### config.mk
export PLATFORM = sky130hd
export DESIGN_NAME = vector_exec_unit_flat
export DESIGN_NICKNAME = d
export VERILOG_FILES = /design/src/rtl/vector_exec_pkg.sv /design/src/rtl/vector_exec_if.sv /design/src/rtl/vector_exec_lane.sv /design/src/rtl/vector_exec_unit.sv /design/src/flat_wrapper.sv
export SDC_FILE = /design/constraint.sdc
export NUM_CORES = 2
export LEC_CHECK = 0
export ABC_AREA = 1
export CAP_MARGIN = 40
export CORE_MARGIN = 1.5
export CORE_UTILIZATION = 50
export DETAILED_ROUTE_END_ITERATION = 6
export GPL_TIMING_DRIVEN = 0
export PLACE_DENSITY = 0.73
export RECOVER_POWER = 100
export SETUP_SLACK_MARGIN = 0.15
export SLEW_MARGIN = 30
export SYNTH_ARGS = -nofsm -noshare
export SYNTH_HDL_FRONTEND = slang
export SYNTH_SLANG_ARGS = --single-unit
### constraint.sdc
create_clock -name clk -period 28.4 [get_ports clk]
set_input_delay 4.26 -clock clk [delete_from_list [all_inputs] [get_ports clk]]
set_output_delay 4.26 -clock clk [all_outputs]
set_load 0.01 [all_outputs]
### src/rtl/vector_exec_pkg.sv
// Shared types and helpers for the time-multiplexed vector execute unit.
// Optional build macro VECTOR_EXEC_SAT_EN enables signed saturating ADD/SUB.
package vector_exec_pkg;

    typedef enum logic [1:0] {
        OP_ADD = 2'b00,
        OP_SUB = 2'b01,
        OP_MUL = 2'b10,
        OP_AND = 2'b11
    } alu_op_t;

    typedef enum logic [1:0] {
        IDLE = 2'd0,
        RUN  = 2'd1,
        DONE = 2'd2
    } state_t;

    // Number of beats needed to sweep all lanes through the physical ALUs.
    function automatic int beats(input int lanes, input int phys);
        return lanes / phys;
    endfunction

endpackage

### src/rtl/vector_exec_if.sv
// Operand/result handshake bundle between the ID/EX muxes, the vector
// execute unit and the EX/MEM segment. With VECTOR_EXEC_SAT_EN defined the
// bundle also carries the sat_any flag.
interface vector_exec_if
    import vector_exec_pkg::*;
#(
    parameter int LANES = 6,
    parameter int EW    = 32
) ();

    logic                  in_valid;
    logic                  in_ready;
    alu_op_t               op;
    logic                  vector_op;
    logic [LANES*EW-1:0]   a;
    logic [LANES*EW-1:0]   b;
    logic                  out_valid;
    logic                  out_ready;
    logic [LANES*EW-1:0]   result;
    logic                  flag_z;
    logic                  busy;
`ifdef VECTOR_EXEC_SAT_EN
    logic                  sat_any;
`endif

    // Producer of operands and consumer of results.
    modport master (
        output in_valid, op, vector_op, a, b, out_ready,
        input  in_ready, out_valid, result, flag_z, busy
`ifdef VECTOR_EXEC_SAT_EN
        , input sat_any
`endif
    );

    // The execute unit itself.
    modport slave (
        input  in_valid, op, vector_op, a, b, out_ready,
        output in_ready, out_valid, result, flag_z, busy
`ifdef VECTOR_EXEC_SAT_EN
        , output sat_any
`endif
    );

endinterface

### src/rtl/vector_exec_lane.sv
// One combinational EW-bit lane ALU. Default build wraps modulo 2^EW on
// ADD/SUB; with VECTOR_EXEC_SAT_EN defined ADD/SUB are signed and saturate,
// and sat_o reports the clamp.
module vector_exec_lane
    import vector_exec_pkg::*;
#(
    parameter int EW = 32
) (
    input  alu_op_t        op_i,
    input  logic [EW-1:0]  a_i,
    input  logic [EW-1:0]  b_i,
`ifdef VECTOR_EXEC_SAT_EN
    output logic           sat_o,
`endif
    output logic [EW-1:0]  y_o
);

    logic [EW-1:0] sum;
    logic [EW-1:0] diff;

    assign sum  = a_i + b_i;
    assign diff = a_i - b_i;

`ifdef VECTOR_EXEC_SAT_EN
    localparam logic [EW-1:0] SMAX = {1'b0, {(EW-1){1'b1}}};
    localparam logic [EW-1:0] SMIN = {1'b1, {(EW-1){1'b0}}};

    logic ovf_add;
    logic ovf_sub;

    // Signed overflow: operands agree (ADD) / disagree (SUB) in sign and the
    // wrapped result flips away from the sign of a.
    assign ovf_add = (a_i[EW-1] == b_i[EW-1]) && (sum[EW-1]  != a_i[EW-1]);
    assign ovf_sub = (a_i[EW-1] != b_i[EW-1]) && (diff[EW-1] != a_i[EW-1]);

    // Lane result with per-lane saturation on signed ADD/SUB.
    always_comb begin
        // NOTE: every output gets a default first so no path leaves it unassigned (no latch).
        y_o   = '0;
        sat_o = 1'b0;
        unique case (op_i)
            OP_ADD: begin
                y_o   = ovf_add ? (a_i[EW-1] ? SMIN : SMAX) : sum;
                sat_o = ovf_add;
            end
            OP_SUB: begin
                y_o   = ovf_sub ? (a_i[EW-1] ? SMIN : SMAX) : diff;
                sat_o = ovf_sub;
            end
            OP_MUL: y_o = a_i * b_i;
            OP_AND: y_o = a_i & b_i;
            default: y_o = '0;
        endcase
    end
`else
    // Lane result with modular wraparound.
    always_comb begin
        // NOTE: every output gets a default first so no path leaves it unassigned (no latch).
        y_o = '0;
        unique case (op_i)
            OP_ADD: y_o = sum;
            OP_SUB: y_o = diff;
            OP_MUL: y_o = a_i * b_i;
            OP_AND: y_o = a_i & b_i;
            default: y_o = '0;
        endcase
    end
`endif

endmodule

### src/rtl/vector_exec_unit.sv
// Time-multiplexed vector execute unit: a LANES-element vector is processed
// on PHYS_LANES lane ALUs over LANES/PHYS_LANES beats, with valid/ready on
// both sides and a single-beat scalar mode (lane 0 only).
// Optional build macro VECTOR_EXEC_SAT_EN: signed saturating ADD/SUB plus
// the sat_any output.
module vector_exec_unit
    import vector_exec_pkg::*;
#(
    parameter int LANES      = 6,
    parameter int EW         = 32,
    parameter int PHYS_LANES = 2
) (
    input  logic            clk,
    input  logic            rst,
    vector_exec_if.slave    bus
);

    localparam int BEATS = beats(LANES, PHYS_LANES);
    localparam int BW    = (BEATS > 1) ? $clog2(BEATS) : 1;

    if ((LANES % PHYS_LANES) != 0) begin : g_bad_cfg
        $error("vector_exec_unit: LANES must be a multiple of PHYS_LANES");
    end

    state_t                state_q, state_d;
    logic [BW-1:0]         beat_q, beat_d;
    logic [LANES*EW-1:0]   result_q, result_d;
    logic                  flag_z_q, flag_z_d;
    logic [LANES*EW-1:0]   a_q, b_q;
    alu_op_t               op_q;
    logic                  vec_q;
    logic                  accept;
    logic                  last_beat;
    int                    elem_base;
    logic [EW-1:0]         lane_y [PHYS_LANES];
`ifdef VECTOR_EXEC_SAT_EN
    logic                  sat_q, sat_d;
    logic                  lane_sat [PHYS_LANES];
`endif

    assign accept    = (state_q == IDLE) && bus.in_valid;
    assign last_beat = !vec_q || (beat_q == BW'(BEATS - 1));
    assign elem_base = int'(beat_q) * PHYS_LANES;

    // Physical lane p works on element beat*PHYS_LANES + p.
    for (genvar p = 0; p < PHYS_LANES; p++) begin : g_lane
        vector_exec_lane #(.EW(EW)) u_lane (
            .op_i (op_q),
            .a_i  (a_q[(elem_base + p) * EW +: EW]),
            .b_i  (b_q[(elem_base + p) * EW +: EW]),
`ifdef VECTOR_EXEC_SAT_EN
            .sat_o(lane_sat[p]),
`endif
            .y_o  (lane_y[p])
        );
    end

    // Control state and result registers; reset aborts any operation.
    always_ff @(posedge clk or negedge rst) begin
        if (!rst) begin
            state_q  <= IDLE;
            beat_q   <= '0;
            result_q <= '0;
            flag_z_q <= 1'b0;
`ifdef VECTOR_EXEC_SAT_EN
            sat_q    <= 1'b0;
`endif
        end else begin
            // NOTE: sequential state uses non-blocking assignments so every flop samples pre-edge values.
            state_q  <= state_d;
            beat_q   <= beat_d;
            result_q <= result_d;
            flag_z_q <= flag_z_d;
`ifdef VECTOR_EXEC_SAT_EN
            sat_q    <= sat_d;
`endif
        end
    end

    // Operand capture on accept.
    // NOTE: operand flops carry no reset; they are only read in RUN, after an accept has loaded them.
    always_ff @(posedge clk) begin
        if (accept) begin
            a_q   <= bus.a;
            b_q   <= bus.b;
            op_q  <= bus.op;
            vec_q <= bus.vector_op;
        end
    end

    // Next-state, beat sequencing and lane write-back.
    always_comb begin
        state_d  = state_q;
        beat_d   = beat_q;
        result_d = result_q;
        flag_z_d = flag_z_q;
`ifdef VECTOR_EXEC_SAT_EN
        sat_d    = sat_q;
`endif
        unique case (state_q)
            IDLE: begin
                if (bus.in_valid) begin
                    state_d  = RUN;
                    beat_d   = '0;
                    result_d = '0;
`ifdef VECTOR_EXEC_SAT_EN
                    sat_d    = 1'b0;
`endif
                end
            end
            RUN: begin
                for (int p = 0; p < PHYS_LANES; p++) begin
                    // Scalar mode only ever writes element 0.
                    if (vec_q || (p == 0)) begin
                        result_d[(elem_base + p) * EW +: EW] = lane_y[p];
`ifdef VECTOR_EXEC_SAT_EN
                        sat_d = sat_d | lane_sat[p];
`endif
                    end
                end
                if (last_beat) begin
                    state_d  = DONE;
                    beat_d   = '0;
                    flag_z_d = (result_d == '0);
                end else begin
                    beat_d = beat_q + 1'b1;
                end
            end
            DONE: begin
                if (bus.out_ready) begin
                    state_d = IDLE;
                end
            end
            default: state_d = IDLE;
        endcase
    end

    assign bus.in_ready  = (state_q == IDLE);
    assign bus.out_valid = (state_q == DONE);
    assign bus.busy      = (state_q != IDLE);
    assign bus.result    = result_q;
    assign bus.flag_z    = flag_z_q;
`ifdef VECTOR_EXEC_SAT_EN
    assign bus.sat_any   = sat_q;
`endif

endmodule

### src/flat_wrapper.sv
// flat-port wrapper written by rule: the top's interface ports become plain ports
module vector_exec_unit_flat import vector_exec_pkg::*;
#(
    parameter int LANES      = 6,
    parameter int EW         = 32,
    parameter int PHYS_LANES = 2
)
  (clk, rst, bus_in_valid, bus_op, bus_vector_op, bus_a, bus_b, bus_out_ready, bus_in_ready, bus_out_valid, bus_result, bus_flag_z, bus_busy);
  vector_exec_if #(.LANES(LANES), .EW(EW)) bus_i ();
  input  logic clk;
  input  logic rst;
  input wire logic [$bits(bus_i.in_valid)-1:0] bus_in_valid;
  input wire logic [$bits(bus_i.op)-1:0] bus_op;
  input wire logic [$bits(bus_i.vector_op)-1:0] bus_vector_op;
  input wire logic [$bits(bus_i.a)-1:0] bus_a;
  input wire logic [$bits(bus_i.b)-1:0] bus_b;
  input wire logic [$bits(bus_i.out_ready)-1:0] bus_out_ready;
  output wire logic [$bits(bus_i.in_ready)-1:0] bus_in_ready;
  output wire logic [$bits(bus_i.out_valid)-1:0] bus_out_valid;
  output wire logic [$bits(bus_i.result)-1:0] bus_result;
  output wire logic [$bits(bus_i.flag_z)-1:0] bus_flag_z;
  output wire logic [$bits(bus_i.busy)-1:0] bus_busy;
  assign bus_i.in_valid = bus_in_valid;
  assign bus_i.op = bus_op;
  assign bus_i.vector_op = bus_vector_op;
  assign bus_i.a = bus_a;
  assign bus_i.b = bus_b;
  assign bus_i.out_ready = bus_out_ready;
  assign bus_in_ready = bus_i.in_ready;
  assign bus_out_valid = bus_i.out_valid;
  assign bus_result = bus_i.result;
  assign bus_flag_z = bus_i.flag_z;
  assign bus_busy = bus_i.busy;
  vector_exec_unit #(.LANES(LANES), .EW(EW), .PHYS_LANES(PHYS_LANES)) u_core (.clk(clk), .rst(rst), .bus(bus_i));
endmodule
==> qor.txt <==
P&R area growth vs syn -> 17.8%
Largest net degree at the start of global routing -> 83
Syn Area/Cell -> 7.88 um2
Clock sinks -> 584
Die area -> 132,000 um2
DRT antenna net count -> 0
Inst Count DP -> 10,600
Vias in the first global route -> 60,800
DRC Markers -> 0
Starting DRT DRC Count -> 8,719
Setup crit start -> u_core.beat_q[1]
Total CTS buffers -> 66
Max stage delay cell, worst path -> o21ai_0
Slew @ Worst Pin -> 4720 ps
Core area -> 128,000 um2
Initial Util -> 50.6%
Synthesized flop and latch total -> 584
Cts hold-fix bufs -> 0
PortBufs -> 586
H-Tree Depth -> 3
Count of mapped cells out of synthesis -> 8,217
CP Capture Type -> register
Critical Path Most Common Cell -> fa_1
Clock buffer depth -> 3
Failing checks -> capacitance limit, slew limit
Non-Filler Instances -> 10,800
Synth warnings -> 0
Postcts setup bufs -> 0
Hold Crit Class -> reg -> reg
Worst Path Max Fanout -> 12
Final setup fails -> 0
Routed length per instance -> 28.8 um
Filler cell count -> 11,500
Sequential fraction of the synthesis area -> 25.6%
TritonCTS clock tree -> built
Clock-pin slew on the worst setup and hold paths -> 60 ps
DRT Wirelength -> 311,000 um
CP top delay family -> adder cells
Fin worst setup slack -> 13,850 ps
Status -> complete, but fails checks
F_max -> 68.7 MHz
Total global routing overflow -> 0
Worst R2R Path Depth -> 34
Fin nets -> 10,500
Final Cycle Share -> 51.2%
RD Place Congestion -> 1.09
Clk_lat worst skew -> 690 ps
Distinct cell type count after synthesis -> 59
R2R Path End -> u_core.bus.flag_z
Layout cells sized above 1 -> 4.36%
Max Cap Viol -> 4
Worst rel slew slack -> -215%
Buffers & Inverters on Critical Path -> 10
Largest stage delay, worst path -> 1190 ps
Worst reg2reg path startpoint -> u_core.beat_q[1]
DR vias/cell -> 5.79
Via count -> 62,600
RSZ-0062 raised after global routing -> no
Worst EP arrival -> 15,170 ps
Register area -> 16,600 um2
Final Max Tran Viols -> 218
Die Ht -> 363 um
First-pass GRT wire length -> 433,000 um
CP startpoint kind -> register
Clk root buf -> clkbuf_16
Initial antenna violation count -> 30
Final Hold Viols -> 0
Drt first pass iters -> 7
Chip width -> 363 um
Post-CTS sizing -> 0
R2R Setup Slk -> 13,850 ps
Tot GR Track Use -> 47.0%
Hold Path Depth -> 2
Multi-input logic area -> 39,700 um2
Final Skew -> 63.8 ps
Cell area after synthesis -> 64,800 um2
Std-Cell Rows -> 131
Worst Path Required -> 29,020 ps
Crit path to -> u_core.bus.flag_z
Crit. path cell count -> 34
CP Class -> reg -> reg
Final HPWL from detailed placement -> 260,000 um
I/O pin count -> 587
Tmin final -> 14,550 ps
Mapped Nets -> 9,743
Post-Place Worst Slack -> 16,280 ps
-- final cells by class --
class / count / share of cell area (%)
Tap cell: 1729 / 2.84
Inverter: 1879 / 9.25
Antenna cell: 19 / 0.0623
Multi-Input combinational cell: 5400 / 52.0
Timing Repair Buffer: 725 / 9.31
Buffer: 354 / 2.04
Sequential cell: 584 / 21.7
Clock buffer: 76 / 2.24
Clock inverter: 41 / 0.577
-- kinds of logic (layout without fill, tap and decap cells) --
family                     Yosys count  count (layout)  share of synthesized area, %
and+or+nand+nor                   3382            3382                          21.3
buffers and inverters             2233            3075                          13.3
adders and majority gates         1135            1135                          31.4
AOI/OAI and AO/OA                  758             758                          6.78
DFF                                584             584                          25.6
xor gates and xnor gates           125             125                          1.69
other                                0              19                             0
-- worst min path at each step --
stage / slack [ps] / from / end
floorplan: 470 / u_core.state_q[0] / u_core.state_q[1]
global placement: 470 / u_core.bus.flag_z / u_core.bus.flag_z
detailed placement: 480 / u_core.bus.flag_z / u_core.bus.flag_z
CTS: 490 / u_core.bus.flag_z / u_core.bus.flag_z
global route: 510 / u_core.bus.flag_z / u_core.bus.flag_z
finish: 490 / u_core.bus.flag_z / u_core.bus.flag_z
-- cells in the mapped netlist (all sizes together) --
cell | number | area share [%]
a211oi | 3 | 0.035
a21boi | 6 | 0.070
a21o | 18 | 0.21
a21oi | 191 | 1.5
a221o | 1 | 0.015
a221oi | 2 | 0.027
a22o | 49 | 0.66
a22oi | 18 | 0.21
a31o | 1 | 0.014
a31oi | 7 | 0.068
a32o | 1 | 0.015
and2 | 2 | 0.019
and3 | 2 | 0.019
buf | 130 | 1.1
clkbuf | 224 | 1.3
clkinv | 9 | 0.054
dfrtp | 197 | 7.6
edfxtp | 387 | 18
fa | 818 | 25
ha | 317 | 6.1
inv | 1870 | 11
nand2 | 2398 | 14
nand3 | 354 | 2.8
nand3b | 24 | 0.28
nand4 | 101 | 1.0
nor2 | 429 | 2.5
nor3 | 44 | 0.47
nor3b | 1 | 0.012
nor4 | 4 | 0.048
o2111ai | 1 | 0.014
o211ai | 19 | 0.22
o21a | 4 | 0.046
o21ai | 369 | 3.0
o21bai | 9 | 0.10
o221ai | 1 | 0.014
o22ai | 51 | 0.49
o31ai | 7 | 0.12
or2 | 23 | 0.22
xnor2 | 47 | 0.64
xor2 | 78 | 1.1
-- layer usage --
layer  track usage [%]  vias to the layer above  routed length, um  share of wire, %
met3              17.8                      985              45100                15
met2              66.6                     4664             126000                41
met1              60.7                    30400             116000                37
met5             0.444                        -                452              0.15
li1                  -                    26500                  -                 -
met4              28.6                       20              23500               7.6
-- stage by stage --
step	setup TNS, ps	area, um2	util, %	hold WS [ps]
floorplan	0	64800	-	474
global placement	-684350	72800	56.9	471
detailed placement	0	74200	58.0	475
CTS	0	76400	59.7	494
global route	0	76300	59.6	510
finish	0	76300	59.6	487
-- layout by cell type, fill, tap and decap left out, types with 24 or more instances in the layout --
cell / synthesis / layout
nand2_1: 2384 / 2384
nand4_1: 100 / 100
o21ai_0: 324 / 321
nand3_1: 351 / 351
fa_1: 818 / 818
inv_1: 1862 / 1863
o22ai_1: 51 / 51
buf_6: 12 / 80
clkbuf_16: 0 / 66
xnor2_1: 47 / 47
dlygate4sd3_1: 0 / 584
buf_2: 42 / 51
ha_1: 317 / 317
buf_1: 60 / 51
nor3_1: 30 / 30
xor2_1: 78 / 78
clkbuf_1: 224 / 250
o21ai_2: 21 / 26
nor2_1: 427 / 427
buf_4: 16 / 34
dfrtp_1: 197 / 197
a21oi_1: 191 / 191
nand3b_1: 24 / 24
edfxtp_1: 387 / 387
a22o_1: 49 / 49
-- worst reg2reg max path: cells and delay by family (launching register included) --
family,cells,cell delay [ps]
compound gates,7,3470
fa+ha+maj,9,4710
buf+inv,10,4280
flops,1,750
simple gates,8,1310
-- flip-flops by register name (all words and copies together) (netlist names) --
register,cells
u_core.vec_q,1
u_core.bus.result,192
u_core.state_q,2
u_core.b_q,192
u_core.a_q,192
u_core.bus.flag_z,1
u_core.beat_q,2
u_core.op_q,2
Power is not shown: default switching activity piles up to over one toggle a cycle in this logic, so the estimate is an artifact.
